**src/rtl/bcd_disp_pkg.sv**
```systemverilog
// Shared constants for the seven-segment display blocks: active-low
// segment patterns {g,f,e,d,c,b,a} and digit-enable helpers.
package bcd_disp_pkg;

  localparam int NUM_DIGITS = 4;

  localparam logic [6:0] SEG_0     = 7'h40;
  localparam logic [6:0] SEG_1     = 7'h79;
  localparam logic [6:0] SEG_2     = 7'h24;
  localparam logic [6:0] SEG_3     = 7'h30;
  localparam logic [6:0] SEG_4     = 7'h19;
  localparam logic [6:0] SEG_5     = 7'h12;
  localparam logic [6:0] SEG_6     = 7'h02;
  localparam logic [6:0] SEG_7     = 7'h78;
  localparam logic [6:0] SEG_8     = 7'h00;
  localparam logic [6:0] SEG_9     = 7'h10;
  localparam logic [6:0] SEG_DASH  = 7'h3F;
  localparam logic [6:0] SEG_BLANK = 7'h7F;

  localparam logic [NUM_DIGITS-1:0] AN_ALL_OFF = 4'hF;

  // Active-low enable with only the selected digit driven low.
  function automatic logic [NUM_DIGITS-1:0] an_select(input logic [1:0] idx);
    return AN_ALL_OFF ^ (4'b0001 << idx);
  endfunction

endpackage

```
**src/rtl/bcd_display_scanner_if.sv**
```systemverilog
// Display bus between the BCD source / board pins and the scanner.
// Data side: bcd_in is captured when load is high on a rising clock edge;
// there is no back-pressure, the scanner accepts every load.
interface bcd_display_scanner_if;
  import bcd_disp_pkg::*;

  logic [15:0]           bcd_in;
  logic                  load;
  logic                  blank_lz;
  logic [NUM_DIGITS-1:0] an;
  logic [6:0]            seg;
  logic                  frame;

  modport master (
    output bcd_in, load, blank_lz,
    input  an, seg, frame
  );

  modport slave (
    input  bcd_in, load, blank_lz,
    output an, seg, frame
  );

endinterface

```
**src/rtl/seven_seg_decode.sv**
```systemverilog
// Nibble to active-low seven-segment pattern; non-BCD nibbles show a dash,
// and blank overrides everything with all segments off.
module seven_seg_decode
  import bcd_disp_pkg::*;
(
  input  logic [3:0] nibble,
  input  logic       blank,
  output logic [6:0] pattern
);

  always_comb begin
    pattern = SEG_DASH;
    if (blank) begin
      pattern = SEG_BLANK;
    end else begin
      case (nibble)
        4'd0:    pattern = SEG_0;
        4'd1:    pattern = SEG_1;
        4'd2:    pattern = SEG_2;
        4'd3:    pattern = SEG_3;
        4'd4:    pattern = SEG_4;
        4'd5:    pattern = SEG_5;
        4'd6:    pattern = SEG_6;
        4'd7:    pattern = SEG_7;
        4'd8:    pattern = SEG_8;
        4'd9:    pattern = SEG_9;
        default: pattern = SEG_DASH;
      endcase
    end
  end

endmodule

```
**src/rtl/bcd_display_scanner.sv**
```systemverilog
// Four-digit multiplexed seven-segment driver: shadows a BCD word and scans
// one digit per SCAN_DIV cycles onto active-low an/seg, with a frame pulse.
module bcd_display_scanner
  import bcd_disp_pkg::*;
#(
  parameter int SCAN_DIV = 4
) (
  input logic                 clock,
  input logic                 reset,
  bcd_display_scanner_if.slave bus
);

  localparam int PW = (SCAN_DIV > 2) ? $clog2(SCAN_DIV) : 1;

  logic [PW-1:0]  presc;
  logic [1:0]     idx;
  logic [1:0]     idx_next;
  logic [15:0]    shadow;
  logic           wrap;
  logic [3:0]     blank_vec;
  logic [3:0]     nibble;
  logic [6:0]     seg_next;
  logic [NUM_DIGITS-1:0] an_q;
  logic [6:0]     seg_q;
  logic           frame_q;

  always_comb begin
    wrap     = (presc == PW'(SCAN_DIV - 1));
    idx_next = wrap ? idx + 2'd1 : idx;
  end

  // A digit is blanked only when it and every more significant digit are
  // zero; any non-zero nibble (including a dash) ends the blanked run.
  always_comb begin
    blank_vec    = 4'b0000;
    blank_vec[1] = bus.blank_lz && (shadow[15:4] == 12'h000);
    blank_vec[2] = bus.blank_lz && (shadow[15:8] == 8'h00);
    blank_vec[3] = bus.blank_lz && (shadow[15:12] == 4'h0);
    nibble       = shadow[{idx_next, 2'b00} +: 4];
  end

  seven_seg_decode u_decode (
    .nibble  (nibble),
    .blank   (blank_vec[idx_next]),
    .pattern (seg_next)
  );

  // Outputs are computed from the pre-edge shadow, so a load coinciding
  // with an advance shows up one edge later.
  always_ff @(posedge clock or negedge reset) begin
    if (!reset) begin
      presc   <= '0;
      idx     <= 2'd0;
      shadow  <= 16'h0000;
      an_q    <= an_select(2'd0);
      seg_q   <= SEG_0;
      frame_q <= 1'b0;
    end else begin
      presc   <= wrap ? '0 : presc + PW'(1);
      idx     <= idx_next;
      an_q    <= an_select(idx_next);
      seg_q   <= seg_next;
      frame_q <= wrap && (idx == 2'd3);
      if (bus.load) begin
        shadow <= bus.bcd_in;
      end
    end
  end

  assign bus.an    = an_q;
  assign bus.seg   = seg_q;
  assign bus.frame = frame_q;

endmodule

```
**src/flat_wrapper.sv**
```systemverilog
// flat-port wrapper written by rule: the top's interface ports become plain ports
module bcd_display_scanner_flat import bcd_disp_pkg::*;
#(
  parameter int SCAN_DIV = 4
)
  (clock, reset, bus_bcd_in, bus_load, bus_blank_lz, bus_an, bus_seg, bus_frame);
  bcd_display_scanner_if bus_i ();
  input logic clock;
  input logic reset;
  input wire logic [$bits(bus_i.bcd_in)-1:0] bus_bcd_in;
  input wire logic [$bits(bus_i.load)-1:0] bus_load;
  input wire logic [$bits(bus_i.blank_lz)-1:0] bus_blank_lz;
  output wire logic [$bits(bus_i.an)-1:0] bus_an;
  output wire logic [$bits(bus_i.seg)-1:0] bus_seg;
  output wire logic [$bits(bus_i.frame)-1:0] bus_frame;
  assign bus_i.bcd_in = bus_bcd_in;
  assign bus_i.load = bus_load;
  assign bus_i.blank_lz = bus_blank_lz;
  assign bus_an = bus_i.an;
  assign bus_seg = bus_i.seg;
  assign bus_frame = bus_i.frame;
  bcd_display_scanner #(.SCAN_DIV(SCAN_DIV)) u_core (.clock(clock), .reset(reset), .bus(bus_i));
endmodule
```
**config.mk**
```make
export PLATFORM = sky130hd
export DESIGN_NAME = bcd_display_scanner_flat
export DESIGN_NICKNAME = d
export VERILOG_FILES = /design/src/rtl/bcd_disp_pkg.sv /design/src/rtl/bcd_display_scanner_if.sv /design/src/rtl/seven_seg_decode.sv /design/src/rtl/bcd_display_scanner.sv /design/src/flat_wrapper.sv
export SDC_FILE = /design/constraint.sdc
export NUM_CORES = 1
export LEC_CHECK = 0
export ABC_CLOCK_PERIOD_IN_PS = 6800
export CAP_MARGIN = 20
export CORE_MARGIN = 2
export CORE_UTILIZATION = 30
export DETAILED_ROUTE_END_ITERATION = 8
export SLEW_MARGIN = 5
export SYNTH_ARGS = -nofsm -noshare
export SYNTH_HDL_FRONTEND = slang
export SYNTH_HIERARCHICAL = 1
export SYNTH_SLANG_ARGS = --single-unit
```
**constraint.sdc**
```tcl
create_clock -name clock -period 6.8 [get_ports clock]
set_input_delay 1.36 -clock clock [delete_from_list [all_inputs] [get_ports clock]]
set_output_delay 1.36 -clock clock [all_outputs]
set_load 0.05 [all_outputs]
```
==> impl_results.md, run 1 <==
* Initial Utilization at about 31%
* Crit Reg-Reg Startpoint: u_core/presc[0]
* Yosys warnings at 6
* Port buffer count at 31
* Critical Path Slowest Stage Cell: clkdlybuf4s50_1
* Core Region at 4661 um2
* Most frequent cells in the layout: 31 x clkdlybuf4s50_1, 28 x dfrtp_1, 16 x mux2_2, 7 x ha_1
* # diodes at 0
* Post-synthesis mux area share at approximately 20%
* CTS tree: done
* Post-Synth XOR/XNOR Area at under 10%
* CP required at 5.44 ns
* Clk sinks at 32
* Die area at 5371 um2
* Worst Skew at 0.003541 ns
* Min-Delay Path Class: flip-flop to flip-flop
* Netlist cell types at 28
* Max FO, Critical Path at 1
* CTS Hold Bufs at 0
* LEAKAGE at 0.7885 nW
* IO Pins at 32
* R2r worst-path depth at 7
* Compound-gate portion of the synthesized area at under 10%
* Vias in the first global route at about 930
* Largest family of logic cells by synthesized area: multiplexers
* Post-Route Setup TNS at 0 ns
* Routed WL at 2611 um
* Layout cell share with drive strength beyond 1 at 23.61%
* Slew of the pin with the lowest slew margin at 0.6549 ns
* Via count at 936
* Syn nets at 135
* Main synth FF type: dfrtp_1
* Number of flops mapped to enable cells by yosys at 0
* Post-DR wirelength/cell at 13.19 um
* Maximum vdd drop at 0.0001333 V
* Mapped Avg Cell Area at 13.33 um2
* Final setup fails at 0
* Register area at 805.8 um2
* Worst skew pair latency at 0.28 ns
* First-pass GRT wire length at 4305 um
* Max_cap viols at 0
* Largest area contributor in the netlist: dfrtp_1
* Synth area leaders: dfrtp_1 49%, mux2_2 13%, dfstp_2 7.3%, mux4_2 6.3%, ha_1 6.1%
* Commonest non-fill, non-tap cell in the layout: clkdlybuf4s50_1
* Stages on the worst setup path at 1
* Part of the Yosys area used for sequential elements at a little under three fifths
* DR DRC count at 0
* Worst path top cell family by delay: buffers and inverters
* Clk buf depth at 2
* RSZ-0062 raised after global routing: false
* FMAX at 338.3 MHz
* CTS clock-pin slew for the worst setup and hold paths at 0.06 ns
* Hpwl dp at 1983 um
* CP endpoint: bus_an[2]
* Global placement routability congestion at 0.7730
* Htree depth at 2
* Pin count of the biggest net entering global routing at 33
* # rows at 25
* Reg-to-Reg End: u_core/bus.seg[0]
* Relative slew slack at 56.20%
* Critical-path cell list: clkdlybuf4s50_1
* Die span in y at 73.29 um
* Root Buffer: clkbuf_8
* First drt pass iteration count at 4
* Initial antenna violation count at 0
* Origin of the worst setup path: u_core/bus.an[2]
* FFs w/ async S/R, synth at between 90% and 100%
* Critical Path AT at 1.60 ns
* Power density cells at roughly 240 nW/um2
* Initial DRC Count at 66
* Status: finished clean
* Tmin final at about 3.0 ns
* Critical path type: flip-flop to output port
* CP peak stage delay at 0.79 ns
* Synth Area in Simple Gates at 8.775%
* Hold Fails Final Rpt at 0
* Detail Route Antenna Nets at 0
* Filler cells at 411
* Area grow syn2layout at 31.71%
* Startpoint types: flip-flop
* Post-CTS Setup Bufs at 0
* Crit share post-route at 43.47%
* Die Width at between 70 and 80 um
* Syn Std Cell Area at around 1400 um2
* Via density at 4.727
* Crit path capture type: output port
* Slew Limit Fails at 0
* Grt total ovfl at 0
* Internal reg-to-reg setup slack at between 4 and 5 ns
* #FFs+latches synth at 32
* Adder-cell share of the synthesized area at 6.082%
* Gr usage total at 11.01%
* # placed instances at 190
* Syn Inst Count at between 100 and 150
* Post-Layout Cell Count at 198
* Final nets at between 150 and 200
* PostCTS Resize Cnt at 0
* Multi-input logic area at 596.8 um2
* Top-area cell type share of the netlist area at approximately half
* CTS buffer count at 5
* Critical path buffer and inverter count at 1
-- sequential cells by signal (all words and copies together), names as in the netlist --
| signal | count |
|---|---|
| u_core/shadow | 16 |
| u_core/bus.seg | 7 |
| u_core/bus.an | 4 |
| u_core/idx | 2 |
| u_core/presc | 2 |
| u_core/bus.frame | 1 |
-- cell type report --
cell class / count / share of cell area [%]
inverter: 5 / 0.9894
sequential: 32 / 42.48
multi-input combinational: 67 / 31.46
tap: 54 / 3.562
clock buffer: 8 / 4.749
timing repair buffer: 32 / 16.75
-- metal layers --
metal | vias up | track usage [%] | part of all wire (%) | wire length (um)
met5 | - | 0 | 0 | 0
met3 | 6 | 3.841 | 5.6 | 145
met4 | 0 | 7.407 | 2.0 | 51
li1 | 443 | - | - | -
met2 | 34 | 16.22 | 49 | 1271
met1 | 453 | 13.55 | 44 | 1143
-- logic make-up after synthesis --
logic type / Yosys count
buffers and inverters: 9
multiplexers: 21
AND/OR/NAND/NOR: 24
flip-flops: 32
AO/OA/AOI/OAI: 14
XOR/XNOR: 1
adder cells (fa/ha/maj): 7
-- through the flow --
| step | instance area (um2) | total power [W] | hold WS [ns] | util, % | setup WS [ns] |
|---|---|---|---|---|---|
| after floorplan | 1440 | 0.0002779 | 0.4031 | - | 4.378 |
| after global placement | 1807 | 0.0003115 | 0.4142 | 38.77 | 4.009 |
| after detailed placement | 1807 | 0.0003148 | 0.4237 | 38.77 | 3.998 |
| after CTS | 1897 | 0.0004668 | 0.4338 | 40.70 | 3.819 |
| final | 1897 | 0.0004590 | 0.4356 | 40.70 | 3.844 |
| after global routing | 1897 | 0.0004814 | 0.4570 | 40.70 | 3.800 |
-- power breakdown --
| part | internal, W | switching, W |
|---|---|---|
| registers | 0.000207 | 0.00000921 |
| logic | 0.0000427 | 0.0000511 |
| clock network | 0.0000824 | 0.0000661 |
-- worst min path at each step --
stage,depth (start not counted),slack [ns],to,start
after global routing,1,0.46,u_core/presc[0],u_core/presc[0]
after global placement,1,0.41,u_core/presc[0],u_core/presc[0]
final,1,0.44,u_core/presc[0],u_core/presc[0]
after CTS,1,0.43,u_core/presc[0],u_core/presc[0]
after floorplan,1,0.40,u_core/presc[0],u_core/presc[0]
after detailed placement,1,0.42,u_core/presc[0],u_core/presc[0]
-- cells in the mapped netlist (all sizes together), types with 2 or more instances --
library cell	count
dfrtp	28
mux2	16
ha	7
nand2	6
nor2	6
o21ai	5
a21oi	4
dfstp	4
inv	4
mux4	4
buf	3
nand2b	3
nor4	3
o21bai	2
Note: power is estimated with default switching activity, not from simulation.
==> run 2: changes to the inputs <==
- ABC_CLOCK_PERIOD_IN_PS: 6800 -> 3100
- clock period: 6.8 -> 3.1 ns (I/O delays scaled with it)
==> impl_results.md, run 2 (same netlist as run 1, synthesis figures left out) <==
* Status: finished clean
* Final nets at 170 (unchanged)
* Hold Fails Final Rpt at 0 (unchanged)
* Place WS at 0.5097 ns (-3.488 ns)
* Clk sinks at 32 (unchanged)
* Critical Path AT at 2.75 ns (+1.15 ns)
* Most frequent cells in the layout: 31 x clkdlybuf4s50_1, 28 x dfrtp_1, 16 x mux2_2, 7 x ha_1
* CP required at 3.25 ns (-2.19 ns)
* Port buffer count at 31 (unchanged)
* Routed WL at 2652 um (+1.6%)
* Register area at 805.8 um2 (unchanged)
* Tmin final at 2.597 ns
* IO Pins at 32 (unchanged)
* PostCTS Resize Cnt at 0 (unchanged)
* Htree depth at 2 (unchanged)
* Slew of the pin with the lowest slew margin at 0.6871 ns (+0.03218 ns)
* # diodes at 0 (unchanged)
* Hpwl dp at 2058 um (+3.8%)
* Detail Route Antenna Nets at 0 (unchanged)
* DR DRC count at 0 (unchanged)
* Internal reg-to-reg setup slack at 0.50 ns (-3.65 ns)
* Number of flip-flops in the largest register at 16 (unchanged)
* Power density cells at 522.3 nW/um2 (+120%)
* Layout cell share with drive strength beyond 1 at 24.31% (+0.69 points)
* Critical path type: flip-flop to flip-flop
* Relative slew slack at 54.05% (-2.2 points)
* Initial Utilization at 30.90% (unchanged)
* Crit share post-route at 83.78%
* Maximum vdd drop at 0.0002560 V (+92%)
* Startpoint types: flip-flop
* RSZ-0062 raised after global routing: false
* CTS buffer count at 5 (unchanged)
* Placed Area at 1807 um2 (unchanged)
* Die Width at 73.29 um (unchanged)
* Reg-to-Reg End: u_core/bus.seg[0]
* Initial DRC Count at 28 (-58%)
* Post-CTS Setup Bufs at 0 (unchanged)
* First drt pass iteration count at 4 (unchanged)
* Pin count of the biggest net entering global routing at 33 (unchanged)
* CTS tree: done
* Via density at 4.732 (+0.11%)
* Worst skew pair latency at 0.28 ns (about the same)
* Max FO, Critical Path at 7 (+6)
* CTS clock-pin slew for the worst setup and hold paths at 0.07 ns (about the same)
* Die area at 5371 um2 (unchanged)
* Vias in the first global route at 955 (+3.0%)
* Area grow syn2layout at 31.36%
* # rows at 25 (unchanged)
* LEAKAGE at 0.7842 nW (-0.55%)
* Largest reg by FF count: u_core/shadow
* Multi-input logic area at 596.8 um2 (unchanged)
* Worst Skew at 0.007220 ns (+0.003679 ns)
* Crit Reg-Reg Startpoint: u_core/presc[0]
* Final setup fails at 0 (unchanged)
* Grt total ovfl at 0 (unchanged)
* CP endpoint: u_core/bus.seg[0]
* Post-Route Setup TNS at 0 ns (unchanged)
* Filler cells at 415 (+0.97%)
* Final Worst Setup Slack at 0.5029 ns (-3.341 ns)
* Die span in y at 73.29 um (unchanged)
* Root Buffer: clkbuf_8
* R2r worst-path depth at 7 (unchanged)
* Core Region at 4661 um2 (unchanged)
* Max_cap viols at 0 (unchanged)
* FMAX at approximately 390 MHz
* Hold depth at 1 (unchanged)
* Fin area at 1892 um2 (-0.26%)
* First-pass GRT wire length at 4498 um (+4.5%)
* Gr usage total at 11.44% (+0.43 points)
* Initial antenna violation count at 0 (unchanged)
* Post-DR wirelength/cell at 13.39 um (+1.6%)
* Global placement routability congestion at 0.8098 (+4.8%)
* Commonest non-fill, non-tap cell in the layout: clkdlybuf4s50_1
* Min-Delay Path Class: flip-flop to flip-flop
* Crit path capture type: flip-flop
* Slew Limit Fails at 0 (unchanged)
* Clk buf depth at 2 (unchanged)
* Origin of the worst setup path: u_core/presc[0]
* CTS Hold Bufs at 0 (unchanged)
* Via count at 937 (+0.11%)
==> run 2: how the worst min path moves through the flow <==
stage / startpoint / endpoint / slack (ns)
2_1_floorplan: reset / u_core/bus.an[0] / 0.32
3_3_place_gp: u_core/presc[0] / u_core/presc[0] / 0.41
3_5_place_dp: u_core/presc[0] / u_core/presc[0] / 0.42
4_1_cts: u_core/presc[0] / u_core/presc[0] / 0.43
5_1_grt: u_core/presc[0] / u_core/presc[0] / 0.47
6_report: u_core/presc[0] / u_core/presc[0] / 0.43
==> run 2: area by class of cell <==
cell class	count	share of cell area [%]
flip-flops and latches	32	42.59
multi-input cells	67	31.55
repair buffers	32	16.80
clock buffers	6	3.836
well taps	54	3.571
inverters	5	0.9921
clock inverters	2	0.6614
==> run 2: layer usage <==
metal / global-route usage (%) / share of wire (%) / vias to the layer above
li1: - / - / 450
met1: 13.09 / 42 / 456
met2: 19.22 / 50 / 29
met3: 4.115 / 6.7 / 2
met4: 4.938 / 0.60 / 0
met5: 0 / 0 / -
==> run 2: report_power, final <==
group	total [W]	leakage [nW]	switching (W)	internal (W)
registers	0.000476	0.377	0.0000211	0.000455
logic	0.000208	0.366	0.000114	0.0000939
clock network	0.000305	0.0412	0.000148	0.000157
==> run 2: stage by stage <==
step	hold slack, ns	utilization, %	total power, W	std cells
CTS	0.4298	40.59	0.001005	198
finish	0.4323	40.59	0.0009882	198
detailed placement	0.4204	38.77	0.0006927	190
floorplan	0.3244	-	0.0006095	108
global route	0.4661	40.59	0.001042	198
global placement	0.4123	38.77	0.0006850	190
==> run 2: worst max-delay path: stages (launching register included) <==
cell and delay [ns]:
dfrtp_1 0.38, ha_1 0.27, xnor2_2 0.44, mux4_2 0.62, ha_1 0.21, or2_0 0.22
a211oi_2 0.25, nor2_1 0.07
==> run 3: changes to the inputs <==
- ABC_CLOCK_PERIOD_IN_PS: 3100 -> 2340
- clock period: 3.1 -> 2.34 ns (I/O delays scaled with it)
==> impl_results.md, run 3 (same netlist as run 1, synthesis figures left out) <==
* Status: finished clean
* Slew of the pin with the lowest slew margin at 0.7354 ns (+0.04828 ns)
* Gr usage total at 11.61% (+0.17 points)
* Comb power frac at 19.6% (-1.4 points)
* Min-Delay Path Class: flip-flop to flip-flop
* Die area at 5371 um2 (unchanged)
* # diodes at 0 (unchanged)
* CTS clock-pin slew for the worst setup and hold paths at 0.07 ns (about the same)
* Crit share post-route at 95.27% (+11 points)
* Slew Limit Fails at 0 (unchanged)
* Worst skew pair latency at 0.28 ns (about the same)
* Maximum vdd drop at 0.0002947 V (+15%)
* DR DRC count at 0 (unchanged)
* Fin Hold WS at 0.4899 ns (+0.05756 ns)
* CP required at 2.49 ns (-0.76 ns)
* Die span in y at 73.29 um (unchanged)
* # rows at 25 (unchanged)
* Post-DR wirelength/cell at 12.81 um (-4.3%)
* IO Pins at 32 (unchanged)
* Number of flip-flops in the largest register at 16 (unchanged)
* Clock power share at 37.8% (+7.0 points)
* Multi-input logic area at 643.1 um2 (+7.8%)
* Relative slew slack at 50.97% (-3.1 points)
* Pint at 0.001116 W (+58%)
* Post-Route Setup TNS at 0 ns (unchanged)
* Sw Ratio at 24.68% (-4.0 points)
* Grt total ovfl at 0 (unchanged)
* Detail Route Antenna Nets at 0 (unchanged)
* First drt pass iteration count at 4 (unchanged)
* Die Width at 73.29 um (unchanged)
* CTS tree: done
* Power density cells at 718.6 nW/um2 (+38%)
* Max FO, Critical Path at 4 (-3)
* Routed WL at 2665 um (+0.49%)
* Final nets at 180 (+5.9%)
* Via count at 989 (+5.5%)
* Initial antenna violation count at 0 (unchanged)
* Core Region at 4661 um2 (unchanged)
* Final setup fails at 0 (unchanged)
* Clk sinks at 32 (unchanged)
* Max_cap viols at 0 (unchanged)
* Register area at 805.8 um2 (unchanged)
* Pin count of the biggest net entering global routing at 33 (unchanged)
* Place WS at -0.06011 ns (-0.5699 ns)
* Hold Fails Final Rpt at 0 (unchanged)
* Hpwl dp at 2016 um (-2.0%)
* First-pass GRT wire length at 4650 um (+3.4%)
* Via density at 4.755 (+0.48%)
* Initial Utilization at 30.90% (unchanged)
* RSZ-0062 raised after global routing: true
* Htree depth at 2 (unchanged)
* Clk buf depth at 2 (unchanged)
* Tmin final at 2.229 ns (-0.3677 ns)
* LEAKAGE at 0.8711 nW (+11%)
* Critical path type: flip-flop to flip-flop
* Filler cells at 430 (+3.6%)
* Commonest non-fill, non-tap cell in the layout: clkdlybuf4s50_1
* # placed instances at 199 (+4.7%)
* CTS buffer count at 5 (unchanged)
* Port buffer count at 31 (unchanged)
* Post-Layout Cell Count at 208 (+5.1%)
* Crit path capture type: flip-flop
* Layout cell share with drive strength beyond 1 at 34.42% (+10 points)
* Critical Path AT at 2.38 ns (-0.37 ns)
* Root Buffer: clkbuf_8
* Most frequent cells in the layout: 31 x clkdlybuf4s50_1, 28 x dfrtp_1, 16 x mux2_2, 9 x buf_4, 7 x clkbuf_8
* Worst Skew at 0.008218 ns (+0.0009977 ns)
* Vias in the first global route at 1035 (+8.4%)
* Seq pwr share at 42.5% (-5.7 points)
* Final Worst Setup Slack at 0.1107 ns (-0.3923 ns)
* Startpoint types: flip-flop
* Initial DRC Count at 43 (+54%)
* FMAX at 448.6 MHz (+16%)
* Area grow syn2layout at 43.18%
* Net Switching at 0.0003657 W (+29%)
* Global placement routability congestion at 0.8177 (+0.98%)
* Largest reg by FF count: u_core/shadow
run 3: cell types whose count changed in the layout (fill, tap and decap cells not counted), moves of 2 or more:
cell | previous run | this run
buf_4 | 1 | 9
buf_6 | 0 | 2
clkbuf_8 | 5 | 7
ha_1 | 7 | 5
inv_2 | 0 | 2
run 3: final timing paths:
| kind | end | slack, ns | cells after the start | startpoint |
|---|---|---|---|---|
| worst max-delay path | u_core/bus.seg[5] | 0.11 | 8 | u_core/presc[0] |
| worst min-delay path | u_core/presc[0] | 0.49 | 1 | u_core/presc[0] |
| worst max register to register | u_core/bus.seg[5] | 0.11 | 8 | u_core/presc[0] |
| worst min register to register | u_core/presc[0] | 0.49 | 1 | u_core/presc[0] |
| max in group asynchronous | u_core/bus.seg[6] | 1.44 | 2 | reset |
| min in group asynchronous | u_core/shadow[15] | 0.58 | 2 | reset |
run 3: timing repair:
item,CTS,global route
gates cloned,0,0
resized for setup,1,10
pin swaps,1,7
hold buffers,0,0
buffers inserted,1,0
setup endpoints to repair,4,6
run 3: per-layer routing:
metal  track usage [%]  routed length [um]
met1             13.70                1097
met2             19.62                1396
met3             3.429                 152
met4             4.938                  19
met5                 0                   0
run 3: critical path: stages, from the launching register on:
cell and delay, ns:
dfrtp_1 0.41, ha_4 0.20, xnor2_4 0.20, mux4_2 0.59, buf_6 0.14, ha_1 0.20
o21a_1 0.17, nor2_1 0.09, o21ai_1 0.09
run 3: area by class of cell:
class / instances / share of cell area, %
Clock buffer: 7 / 4.672
Sequential cell: 32 / 39.08
Clock inverter: 1 / 1.456
Timing Repair Buffer: 42 / 19.42
Multi-Input combinational cell: 67 / 31.19
Inverter: 5 / 0.9102
Tap cell: 54 / 3.277
run 3: through the flow:
stage	utilization [%]	cell area, um2	total power [W]
finish	44.24	2062	0.001482
global route	44.24	2062	0.001552
CTS	43.38	2022	0.001492
detailed placement	40.46	1886	0.0009225
global placement	40.46	1886	0.0009165
floorplan	-	1451	0.0008075
run 3: power by group through the flow:
stage	logic [W]	registers [W]	clock network (W)
floorplan	0.000104	0.000704	0
global placement	0.000276	0.000640	0
detailed placement	0.000282	0.000641	0
CTS	0.000283	0.000630	0.000578
global route	0.000316	0.000636	0.000600
finish	0.000291	0.000630	0.000560
==> edit 1, RTL diff (flow settings as in run 1) <==
Reset style: synchronous (`reset`), changed in one clocked block.
--- a/src/rtl/bcd_display_scanner.sv
+++ b/src/rtl/bcd_display_scanner.sv
@@ -49,3 +49,3 @@
   // with an advance shows up one edge later.
-  always_ff @(posedge clock or negedge reset) begin
+  always_ff @(posedge clock) begin
     if (!reset) begin
Function: differs if reset is asserted again (counterexample within 4 cycles, from zero or initial values and one cycle with reset low); with reset held inactive, the same outputs for 10 cycles.
==> edit 1 against run 1 <==
Synthesized cell count is 28% higher. Clock skew increased by 0.0027 ns. Wire length grew 7.8%. Cell area increased by 1.4%. Synthesized area rose by 2.8%. Final cell count up 19%. Worst setup slack gained 0.18 ns. Non-clock buffer count down 1. Sequential cell count unchanged. Core utilization decreased by 0.25 points. Total power increased by 1.3%. Combinational power is 9% higher.
==> edit 1: results (changes against run 1) <==
cp_top_family: "multiplexers"  # was buffers and inverters
reg2regPathDepth: 8  # was 7
gp_congestion: 0.728  # was 0.773
place_ws_ns: 3.88  # was 4.00 ns
hold_start: "u_core/presc[0]"  # unchanged
ys_top_cells_by_count: "32 x dfxtp_1, 17 x nor2b_1, 16 x mux2i_1, 7 x and2_1, 7 x ha_1"  # was 28 x dfrtp_1, 16 x mux2_2, 7 x ha_1, 6 x nand2_1, 6 x nor2_1
slowest_stage: "mux4_1"  # was clkdlybuf4s50_1
synth_xor_area_share_pct: 1.18  # was 1.13%
grt_pass1_wl_mm: 4.60  # was 4.31 mm
wl_mm: 2.82  # was 2.61 mm
synthMuxAreaShare_pct: 19.4  # was 19.5%
switching_power_mw: 0.126  # about the same
synthCells: 138  # was 108
crit_path_end: "u_core/bus.seg[3]"  # was bus_an[2]
grt_max_degree: 30  # was 33
synth_nets: 165  # was 135
nNetsFinal: 195  # was 170
synthArstFlopShare_pct: 0  # was 100%
power_leakage_nw: 0.771  # was 0.789 nW
internal-power_mw: 0.339  # was 0.333 mW
place_area_sq_mm: 0.00183  # was 0.00181 sq mm
status: "completed"  # unchanged
ys_types: 35  # was 28
whs_ns: 0.436  # about the same
ys_top_cells_by_area: "dfxtp_1 43%, mux2i_1 11%, nor2b_1 7.2%"  # was dfrtp_1 49%, mux2_2 13%, dfstp_2 7.3%
synthAdderAreaFrac_pct: 5.92  # was 6.08%
p_comb_share_pct: 21.9  # was 20.4%
hpwl_mm: 2.10  # was 1.98 mm
irDropWorstVdd_v: 0.000142  # was 0.000133 V
pwr-share-seq_pct: 44.9  # was 47.2%
synth_ff_type: "dfxtp_1"  # was dfrtp_1
edit 1: cells by family (layout without fill, tap and decap cells):
family	Yosys count	after routing
buffers and inverters	11	41
AND/OR/NAND/NOR	49	49
flip-flops	32	32
multiplexers	22	22
XOR/XNOR	2	2
adder cells (fa/ha/maj)	7	7
AO/OA/AOI/OAI	15	15
edit 1: worst register-to-register path: stages, from the launching register on:
cell and delay, ns:
dfxtp_1 0.34, ha_1 0.36, xor2_1 0.36, mux4_1 0.68, ha_1 0.23, or2_0 0.23, a211oi_2 0.24, nor2_1 0.07
and2_1 0.15
edit 1: area by class of cell:
cell class	instances	area [sq um]
fill	479	2830
inverter	3	11.3
clock buffer	7	96.3
timing repair buffer	31	310
tap	67	83.8
multi-input combinational	95	781
sequential	32	641
edit 1: metal layers:
metal  share of wire [%]  vias up  GRT usage (%)
met5                   0        -              0
met4                 1.1        0           4.56
met2                  49       26           18.9
li1                    -      530              -
met3                 5.3        5           4.61
met1                  45      473           12.5
==> edit 2, RTL diff (settings of run 1) <==
Without the edit above. `NUM_DIGITS`: 4 -> 6.
--- a/src/rtl/bcd_disp_pkg.sv
+++ b/src/rtl/bcd_disp_pkg.sv
@@ -4,3 +4,3 @@
 
-  localparam int NUM_DIGITS = 4;
+  localparam int NUM_DIGITS = 6;
 
Ports: changed (resized bus_an); port bits go from 32 to 34. The function was not compared with the original's and may differ.
==> edit 2 against run 1 <==
Sequential cell count is the same. Highest routed layer unchanged. Synthesized area is 1.3% higher. Total power increased by 1.0%. Combinational power rose by 3.4%. Critical endpoint is now bus_an[1]. Wire length up 5.6%. Sequential share of layout area shrank 0.17 points. Worst setup slack improved by 0.0038 ns. Maximum frequency is 0.13% higher. Cell area grew 0.40%. Largest power group unchanged. Worst hold slack improved by 0.0019 ns. Largest cell class unchanged. Critical path type unchanged.
==> edit 2: results (changes against run 1) <==
status: "completed"  # unchanged
met3_usage_pct: 3.29  # was 3.84%
wl_per_cell_um: 13.8  # was 13.2 um
ys_seq_area_share_pct: 55.2  # was 56.0%
finClkSkew_ns: 0.00740  # was 0.00354 ns
drtIter0Drc: 65  # was 66
place_ws_ns: 3.97  # was 4.00 ns
dr_wl_met2_mm: 1.33  # was 1.27 mm
highest_layer: "met4"  # unchanged
nNetsFinal: 172  # was 170
fillers: 465  # was 411
grt_pass1_vias: 971  # was 927
tightest_slew_ns: 0.693  # was 0.655 ns
routed-wl-met3_um: 157  # was 145 um
root_buffer: "clkbuf_8"  # unchanged
whs_ns: 0.437  # was 0.436 ns
gp_congestion: 0.798  # was 0.773
use_met1_pct: 13.8  # was 13.6%
swShare_pct: 28.3  # was 27.5%
grt_pass1_wl_mm: 4.53  # was 4.31 mm
use_met2_pct: 18.1  # was 16.2%
ys_types: 30  # was 28
irDropWorstVdd_v: 0.000113  # was 0.000133 V
vias: 942  # was 936
hpwl_mm: 2.05  # was 1.98 mm
regToRegSetupSlack_ns: 4.17  # was 4.15 ns
diodes: 0  # unchanged
power_leakage_nw: 0.795  # was 0.789 nW
grtUsageTotal_pct: 11.5  # was 11.0%
==> edit 2: cell families (layout without fill, tap and decap cells) <==
kind of cell               count (synthesis)  after routing  synth area share (%)
DFF                                       32             32                  55.2
and+or+nand+nor                           24             24                  8.66
muxes                                     21             21                  19.2
AOI/OAI and AO/OA                         14             14                  5.92
buffers and inverters                     11             45                  3.60
adders and majority gates                  7              7                  6.00
other                                      1              2                 0.257
xor gates and xnor gates                   1              1                  1.12
==> edit 2: through the flow <==
stage	instance area [sq um]	cells	power (mW)	util (%)
CTS	1900	200	0.469	40.6
detailed placement	1810	192	0.318	38.7
global placement	1810	192	0.314	38.7
global route	1900	200	0.483	40.6
floorplan	1460	112	0.281	-
finish	1900	200	0.464	40.6
==> edit 2: area by class of cell <==
class	instances	area, sq um	share of cell area, %
Sequential cell	32	806	42.3
Multi-Input combinational cell	69	604	31.7
Timing Repair Buffer	32	318	16.7
Clock buffer	8	90.1	4.73
Tap cell	54	67.6	3.55
Inverter	5	18.8	0.986
==> edit 2: how the worst max path moves through the flow <==
stage                           from                 to  slack (ns)  cells after the start
floorplan            u_core/presc[0]  u_core/bus.seg[0]        4.38                      7
global placement            bus_load   u_core/shadow[7]        4.01                      2
detailed placement          bus_load   u_core/shadow[0]        3.97                      2
CTS                 u_core/bus.an[1]          bus_an[1]        3.84                      1
global route        u_core/bus.an[2]          bus_an[2]        3.82                      1
finish              u_core/bus.an[1]          bus_an[1]        3.85                      1
==> edit 2: power groups by stage <==
stage                     Sequential, mW  Combinational, mW  Clock (mW)
final                              0.217             0.0970       0.149
after floorplan                    0.242             0.0390           0
after global placement             0.219             0.0944           0
after CTS                          0.217             0.0975       0.154
after global routing               0.219              0.104       0.160
after detailed placement           0.221             0.0973           0
